<file path="config.mk">
export PLATFORM = sky130hd
export DESIGN_NAME = cu_sdf_stage
export DESIGN_NICKNAME = d
export VERILOG_FILES = /design/src/rtl/fft_cu_pkg.sv /design/src/rtl/cu_valid_dly.sv /design/src/rtl/cu_sdf_stage.sv
export SDC_FILE = /design/constraint.sdc
export NUM_CORES = 1
export LEC_CHECK = 0
export CORE_MARGIN = 1.5
export CORE_UTILIZATION = 46
export DETAILED_ROUTE_END_ITERATION = 6
export GPL_ROUTABILITY_DRIVEN = 0
export PLACE_DENSITY = 0.77
export RECOVER_POWER = 100
export SLEW_MARGIN = 15
export SYNTH_ARGS = -nofsm -noshare
export SYNTH_HDL_FRONTEND = slang
export SYNTH_SLANG_ARGS = --single-unit
</file>
<file path="constraint.sdc">
create_clock -name clk -period 1.35 [get_ports clk]
set_input_delay 0.27 -clock clk [delete_from_list [all_inputs] [get_ports clk]]
set_output_delay 0.27 -clock clk [all_outputs]
set_load 0.02 [all_outputs]
</file>
<file path="src/rtl/fft_cu_pkg.sv">
// Shared types and elaboration helpers for the radix-2 SDF stage controller.
// Width helpers take the module parameters because a package cannot see them.
package fft_cu_pkg;

   typedef enum logic [1:0] {
      IDLE  = 2'd0,
      RUN   = 2'd1,
      DRAIN = 2'd2
   } cu_state_e;

   function automatic int cnt_w(input int frame_len);
      return $clog2(frame_len);
   endfunction

   function automatic int tw_w(input int half_len);
      return $clog2(half_len);
   endfunction

   function automatic bit is_pow2(input int x);
      return (x > 0) && ((x & (x - 1)) == 0);
   endfunction

   // Span and frame must be powers of two, and a frame must hold whole spans.
   function automatic bit cu_params_ok(input int half_len, input int frame_len,
                                       input int pipe_lat);
      return is_pow2(half_len) && (half_len >= 2) && is_pow2(frame_len) &&
             ((frame_len % (2 * half_len)) == 0) && (pipe_lat >= 0);
   endfunction

endpackage

</file>
<file path="src/rtl/cu_valid_dly.sv">
// Aligns the {valid, sof, eof} strobes with the datapath output by delaying
// them PIPE_LAT cycles; a zero latency collapses to plain wires.
import fft_cu_pkg::*;

module cu_valid_dly #(
   parameter int PIPE_LAT = 1
) (
   input  logic clk,
   input  logic rst,
   input  logic vld_p0,
   input  logic sof_p0,
   input  logic eof_p0,
   output logic vld_dly,
   output logic sof_dly,
   output logic eof_dly
);

   if (PIPE_LAT == 0) begin : g_wire
      assign {vld_dly, sof_dly, eof_dly} = {vld_p0, sof_p0, eof_p0};
   end else begin : g_pipe
      logic [2:0] pipe_p [PIPE_LAT];

      always_ff @(posedge clk) begin
         if (rst) begin
            for (int i = 0; i < PIPE_LAT; i++) pipe_p[i] <= '0;
         end else begin
            pipe_p[0] <= {vld_p0, sof_p0, eof_p0};
            for (int i = 1; i < PIPE_LAT; i++) pipe_p[i] <= pipe_p[i-1];
         end
      end

      assign {vld_dly, sof_dly, eof_dly} = pipe_p[PIPE_LAT-1];
   end

endmodule

</file>
<file path="src/rtl/cu_sdf_stage.sv">
// Control unit for one radix-2 single-delay-feedback FFT stage: sample counting,
// butterfly/twiddle control, end-of-stream delay-line drain and output framing.
import fft_cu_pkg::*;

module cu_sdf_stage #(
   parameter int HALF_LEN  = 4,
   parameter int FRAME_LEN = 16,
   parameter int PIPE_LAT  = 1
) (
   input  logic                      clk,
   input  logic                      rst,
   input  logic                      valid_in,
   input  logic                      last_in,
   output logic                      ready,
   output logic                      adv,
   output logic                      bf_en,
   output logic [tw_w(HALF_LEN)-1:0] tw_idx,
   output logic                      valid_out,
   output logic                      sof_out,
   output logic                      eof_out,
   output logic                      busy
);

   localparam int CNT_W  = cnt_w(FRAME_LEN);
   localparam int TW_W   = tw_w(HALF_LEN);
   localparam int FILL_W = $clog2(HALF_LEN + 1);

   localparam logic [CNT_W-1:0]  CNT_LAST  = CNT_W'(FRAME_LEN - 1);
   localparam logic [FILL_W-1:0] FILL_FULL = FILL_W'(HALF_LEN);
   localparam logic [TW_W-1:0]   DRN_LAST  = TW_W'(HALF_LEN - 1);

   if (!cu_params_ok(HALF_LEN, FRAME_LEN, PIPE_LAT)) begin : g_bad_params
      $error("cu_sdf_stage: illegal HALF_LEN/FRAME_LEN/PIPE_LAT combination");
   end

   cu_state_e         state;
   logic [CNT_W-1:0]  in_cnt;
   logic [CNT_W-1:0]  out_cnt;
   logic [FILL_W-1:0] fill_cnt;
   logic [TW_W-1:0]   drn_cnt;

   logic acc;
   logic draining;
   logic drain_done;
   logic frame_end;
   logic vld_p0;
   logic sof_p0;
   logic eof_p0;

   assign draining   = (state == DRAIN);
   assign ready      = !draining;
   assign acc        = valid_in & ready;
   assign adv        = acc | draining;
   assign busy       = (state != IDLE);
   assign drain_done = draining & (drn_cnt == DRN_LAST);
   assign frame_end  = acc & last_in & (in_cnt == CNT_LAST);

   // Second half of each span runs the butterfly; acc is never set in DRAIN.
   assign bf_en  = acc & in_cnt[TW_W];
   assign tw_idx = bf_en ? in_cnt[TW_W-1:0] : '0;

   // Output exists only once the delay line holds a full span.
   assign vld_p0 = adv & (fill_cnt == FILL_FULL);
   assign sof_p0 = vld_p0 & (out_cnt == '0);
   assign eof_p0 = vld_p0 & (out_cnt == CNT_LAST);

   always_ff @(posedge clk) begin
      if (rst) begin
         state    <= IDLE;
         in_cnt   <= '0;
         out_cnt  <= '0;
         fill_cnt <= '0;
         drn_cnt  <= '0;
      end else begin
         if (acc)    in_cnt  <= in_cnt + 1'b1;
         if (vld_p0) out_cnt <= out_cnt + 1'b1;

         if (drain_done)
            fill_cnt <= '0;
         else if (adv && (fill_cnt != FILL_FULL))
            fill_cnt <= fill_cnt + 1'b1;

         // Back-to-back frames never drain: the next frame pushes the tail out.
         case (state)
            IDLE: begin
               if (acc) state <= RUN;
            end
            RUN: begin
               if (frame_end) begin
                  state   <= DRAIN;
                  drn_cnt <= '0;
               end
            end
            DRAIN: begin
               if (drain_done) state   <= IDLE;
               else            drn_cnt <= drn_cnt + 1'b1;
            end
            default: state <= IDLE;
         endcase
      end
   end

   // ---- stage boundary: strobes retimed to the datapath output ----
   cu_valid_dly #(
      .PIPE_LAT (PIPE_LAT)
   ) u_valid_dly (
      .clk     (clk),
      .rst     (rst),
      .vld_p0  (vld_p0),
      .sof_p0  (sof_p0),
      .eof_p0  (eof_p0),
      .vld_dly (valid_out),
      .sof_dly (sof_out),
      .eof_dly (eof_out)
   );

endmodule
</file>
==> reports/metrics.yaml <==
holdBufCountCts: 0
post_synth_xor_area_fraction: 0.0837
period_needed_ps: 1410
grt_start_max_net_pins: 15
final_cell_area_sq_mm: 0.00119
place_ws_ps: -611
layout-drive-gt1-share: 0.400
worst_hold_path_type: "flip-flop to flip-flop"
worst_hold_path.num_cells: 1
ir_worst_vdd_uv: 727
htree_levels: 1
timing_worst_setup_path_type: "flip-flop to primary output"
die_height_microns: 45.7
cp_data_arrival_time_ps: 1140
fmax_ghz: 0.711
antenna-diode-count: 0
async_reset_ff_frac: 0
yosys.area_share.adder: 0.0897
power.leakage_nw: 0.515
critPathRequiredTime_ps: 1080
port_buffers: 12
io-pin-count: 13
synth-edff-count: 0
final-setup-viol-count: 3
design_power_total_mw: 0.946
fillers: 140
synth.yosys.warnings: 0
synthesis.area_per_instance_sq_um: 9.10
drt-wirelength-per-cell_microns: 11.8
cell_area_reported_after_detailed_placement_sq_mm: 0.00109
cts_tree: "yes"
syn_nets: 102
clock-root-buffer: "sky130_fd_sc_hd__clkbuf_4"
worstReg2RegEnd: "u_valid_dly.g_pipe.pipe_p[0][0]$_SDFF_PP0_"
postLayoutSetupSlackWorst_ps: -55.8
fin_cells: 145
worst_setup_path_end_kind: "primary output"
power-per-cell-area_mw_per_mm2: 796
worstReg2RegStart: "state[0]$_SDFFE_PP0P_"
hold_start: "drn_cnt[0]$_SDFFE_PP0P_"
synth_cell_type_count: 30
cp_max_fo: 3
syn-cell-area_sq_um: 837
finalNetCount: 132
critical_path.n_buffers_inverters: 1
timing.critical_path.max_delay_family: "flip-flops"
dieWidth_microns: 45.7
area_growth_pct: 42.0
transition_at_the_pin_with_the_smallest_max_transition_slack_ps: 298
crit_path_max_cell_delay_ps: 370
fin_skew_ps: 2.20
critical_path.startpoint_type: "flip-flop"
synth_ff_type: "sky130_fd_sc_hd__dfxtp_1"
timing.critical_path.slowest_stage_cell: "sky130_fd_sc_hd__dfxtp_4"
grt_pass1_vias: 630
period_share: 1.04
rsz0062_at_grt: "true"
dr.first_iter.drc_count: 11
timing.reg2reg.setup_slack_ps: 20
multiplexer_area_fraction_after_synthesis: 0.0359
synth_top_family_by_area: "simple AND/OR/NAND/NOR gates"
number_of_storage_elements_in_the_synthesis_netlist: 18
max-slew-margin-rel: 0.800
maxCapViolCount: 0
min_to: "drn_cnt[0]$_SDFFE_PP0P_"
cell_count_post_placement: 139
failed_checks: "setup timing"
vias_per_cell: 4.89
synth_seq_area_share: 0.430
final_hold_viol_count: 0
design.die.area_sq_mm: 0.00208
synth_compound_area_frac: 0.0777
gr-usage-all-layers: 0.184
multi_input_area_sq_um: 504
grt_first_pass_wirelength_microns: 2660
start_util: 0.490
final_core_util: 0.696
timing_max_transition_violations_final: 0
detail_route.wirelength_microns: 1710
cts_max_path_buffers: 2
drtPass1Iterations: 4
critical_path.cell_chain: "nor2b_4, nor2_4, and2_4, buf_6"
initial_antenna_violation_count: 0
vias: 709
placementRows: 15
fp.coreArea_sq_mm: 0.00171
outcome: "finished, violations left"
clock_latency_ps: 280
globalRouteOverflowTotal: 0
clkTransAtPathRegs_ps: 90
place.detailed.hpwl_microns: 1170
drcViolationCount: 0
cts_sinks: 18
regArea_sq_um: 370
postRouteAntennaNets: 0
worstRegToRegCells: 6
cts-buffers-inserted: 3
synth_cells: 92
synth_simple_gate_area_frac: 0.236
==> area by class of cell <==
class / instances / area share
multi-input cells: 65 / 0.424
clock buffers: 3 / 0.0189
repair buffers: 28 / 0.200
well taps: 25 / 0.0263
flip-flops and latches: 18 / 0.312
inverters: 6 / 0.0189
==> how the worst max path moves through the flow <==
stage | from | to | slack [ps] | cells after the start
detailed placement | valid_in | tw_idx[1] | -610 | 5
global placement | valid_in | tw_idx[0] | -570 | 5
floorplan | state[1]$_SDFFE_PP0P_ | tw_idx[0] | 6 | 4
CTS | state[1]$_SDFFE_PP0P_ | tw_idx[1] | -50 | 4
finish | state[0]$_SDFFE_PP0P_ | tw_idx[1] | -60 | 4
global route | state[0]$_SDFFE_PP0P_ | tw_idx[0] | -110 | 4
==> cell usage after synthesis, types with 2 or more instances <==
master	number	area [sq um]
sky130_fd_sc_hd__o21ai_0	2	10.0
sky130_fd_sc_hd__nand2_1	6	22.5
sky130_fd_sc_hd__inv_1	5	18.8
sky130_fd_sc_hd__dfxtp_1	18	360
sky130_fd_sc_hd__xor2_1	4	35.0
sky130_fd_sc_hd__and2_1	2	12.5
sky130_fd_sc_hd__mux2i_1	3	30.0
sky130_fd_sc_hd__xnor2_1	4	35.0
sky130_fd_sc_hd__nor2b_1	2	12.5
sky130_fd_sc_hd__nand3_1	4	20.0
sky130_fd_sc_hd__nor4_1	2	12.5
sky130_fd_sc_hd__nor3_1	3	15.0
sky130_fd_sc_hd__nor2_1	15	56.3
sky130_fd_sc_hd__ha_1	6	75.1
==> repair_timing <==
| action | CTS | global route |
|---|---|---|
| resized for setup | 48 | 12 |
| setup buffers | 3 | 0 |
| cloned | 0 | 0 |
| pin swaps | 6 | 2 |
| endpoints found under the setup margin | 18 | 10 |
==> stage by stage <==
stage | TNS, ps | hold slack, ps
floorplan | 0 | 349
global placement | -4240 | 479
detailed placement | -4770 | 484
CTS | -144 | 500
global route | -492 | 519
finish | -148 | 500
==> flip-flops by register name (all words and copies together), names as in the netlist <==
| name | cells |
|---|---|
| state | 2 |
| u_valid_dly.g_pipe.pipe_p | 3 |
| fill_cnt | 3 |
| out_cnt | 4 |
| drn_cnt | 2 |
| in_cnt | 4 |
==> metal layers <==
layer | up-vias | routed length, microns | global-route usage
met5 | - | 0 | 0
met4 | 0 | 24 | 0.0353
met3 | 4 | 57 | 0.0833
met2 | 11 | 861 | 0.293
met1 | 322 | 764 | 0.228
li1 | 372 | - | -
==> cell families after synthesis <==
family | Yosys count
and+or+nand+nor | 40
DFF | 18
buffers and inverters | 9
AOI/OAI and AO/OA | 8
xor gates and xnor gates | 8
adders and majority gates | 6
muxes | 3
==> cells in the final DEF (no fill, tap or decap), types with 4 or more instances in the layout <==
master,netlist,routed
sky130_fd_sc_hd__nor2_1,15,14
sky130_fd_sc_hd__xnor2_1,4,4
sky130_fd_sc_hd__dlygate4sd2_1,0,4
sky130_fd_sc_hd__ha_1,6,4
sky130_fd_sc_hd__dfxtp_1,18,12
sky130_fd_sc_hd__xor2_1,4,4
sky130_fd_sc_hd__buf_6,0,6
sky130_fd_sc_hd__nand2_1,6,4
sky130_fd_sc_hd__buf_4,1,14
sky130_fd_sc_hd__dfxtp_2,0,5
==> worst register-to-register path: stages (launching register included) <==
cell and delay (ps):
sky130_fd_sc_hd__dfxtp_4 370, sky130_fd_sc_hd__nor2b_4 170, sky130_fd_sc_hd__buf_4 180, sky130_fd_sc_hd__o21bai_4 60, sky130_fd_sc_hd__buf_4 150, sky130_fd_sc_hd__nor2_1 150, sky130_fd_sc_hd__and4_1 200
==> where the power goes <==
part	total (mW)	internal, mW	switching, mW	leakage [nW]
Clock	0.251	0.104	0.147	0.0138
Sequential	0.561	0.548	0.0129	0.149
Combinational	0.134	0.0708	0.0637	0.353
Total	0.946	0.722	0.224	0.515
(Power assumes the default switching activity.)
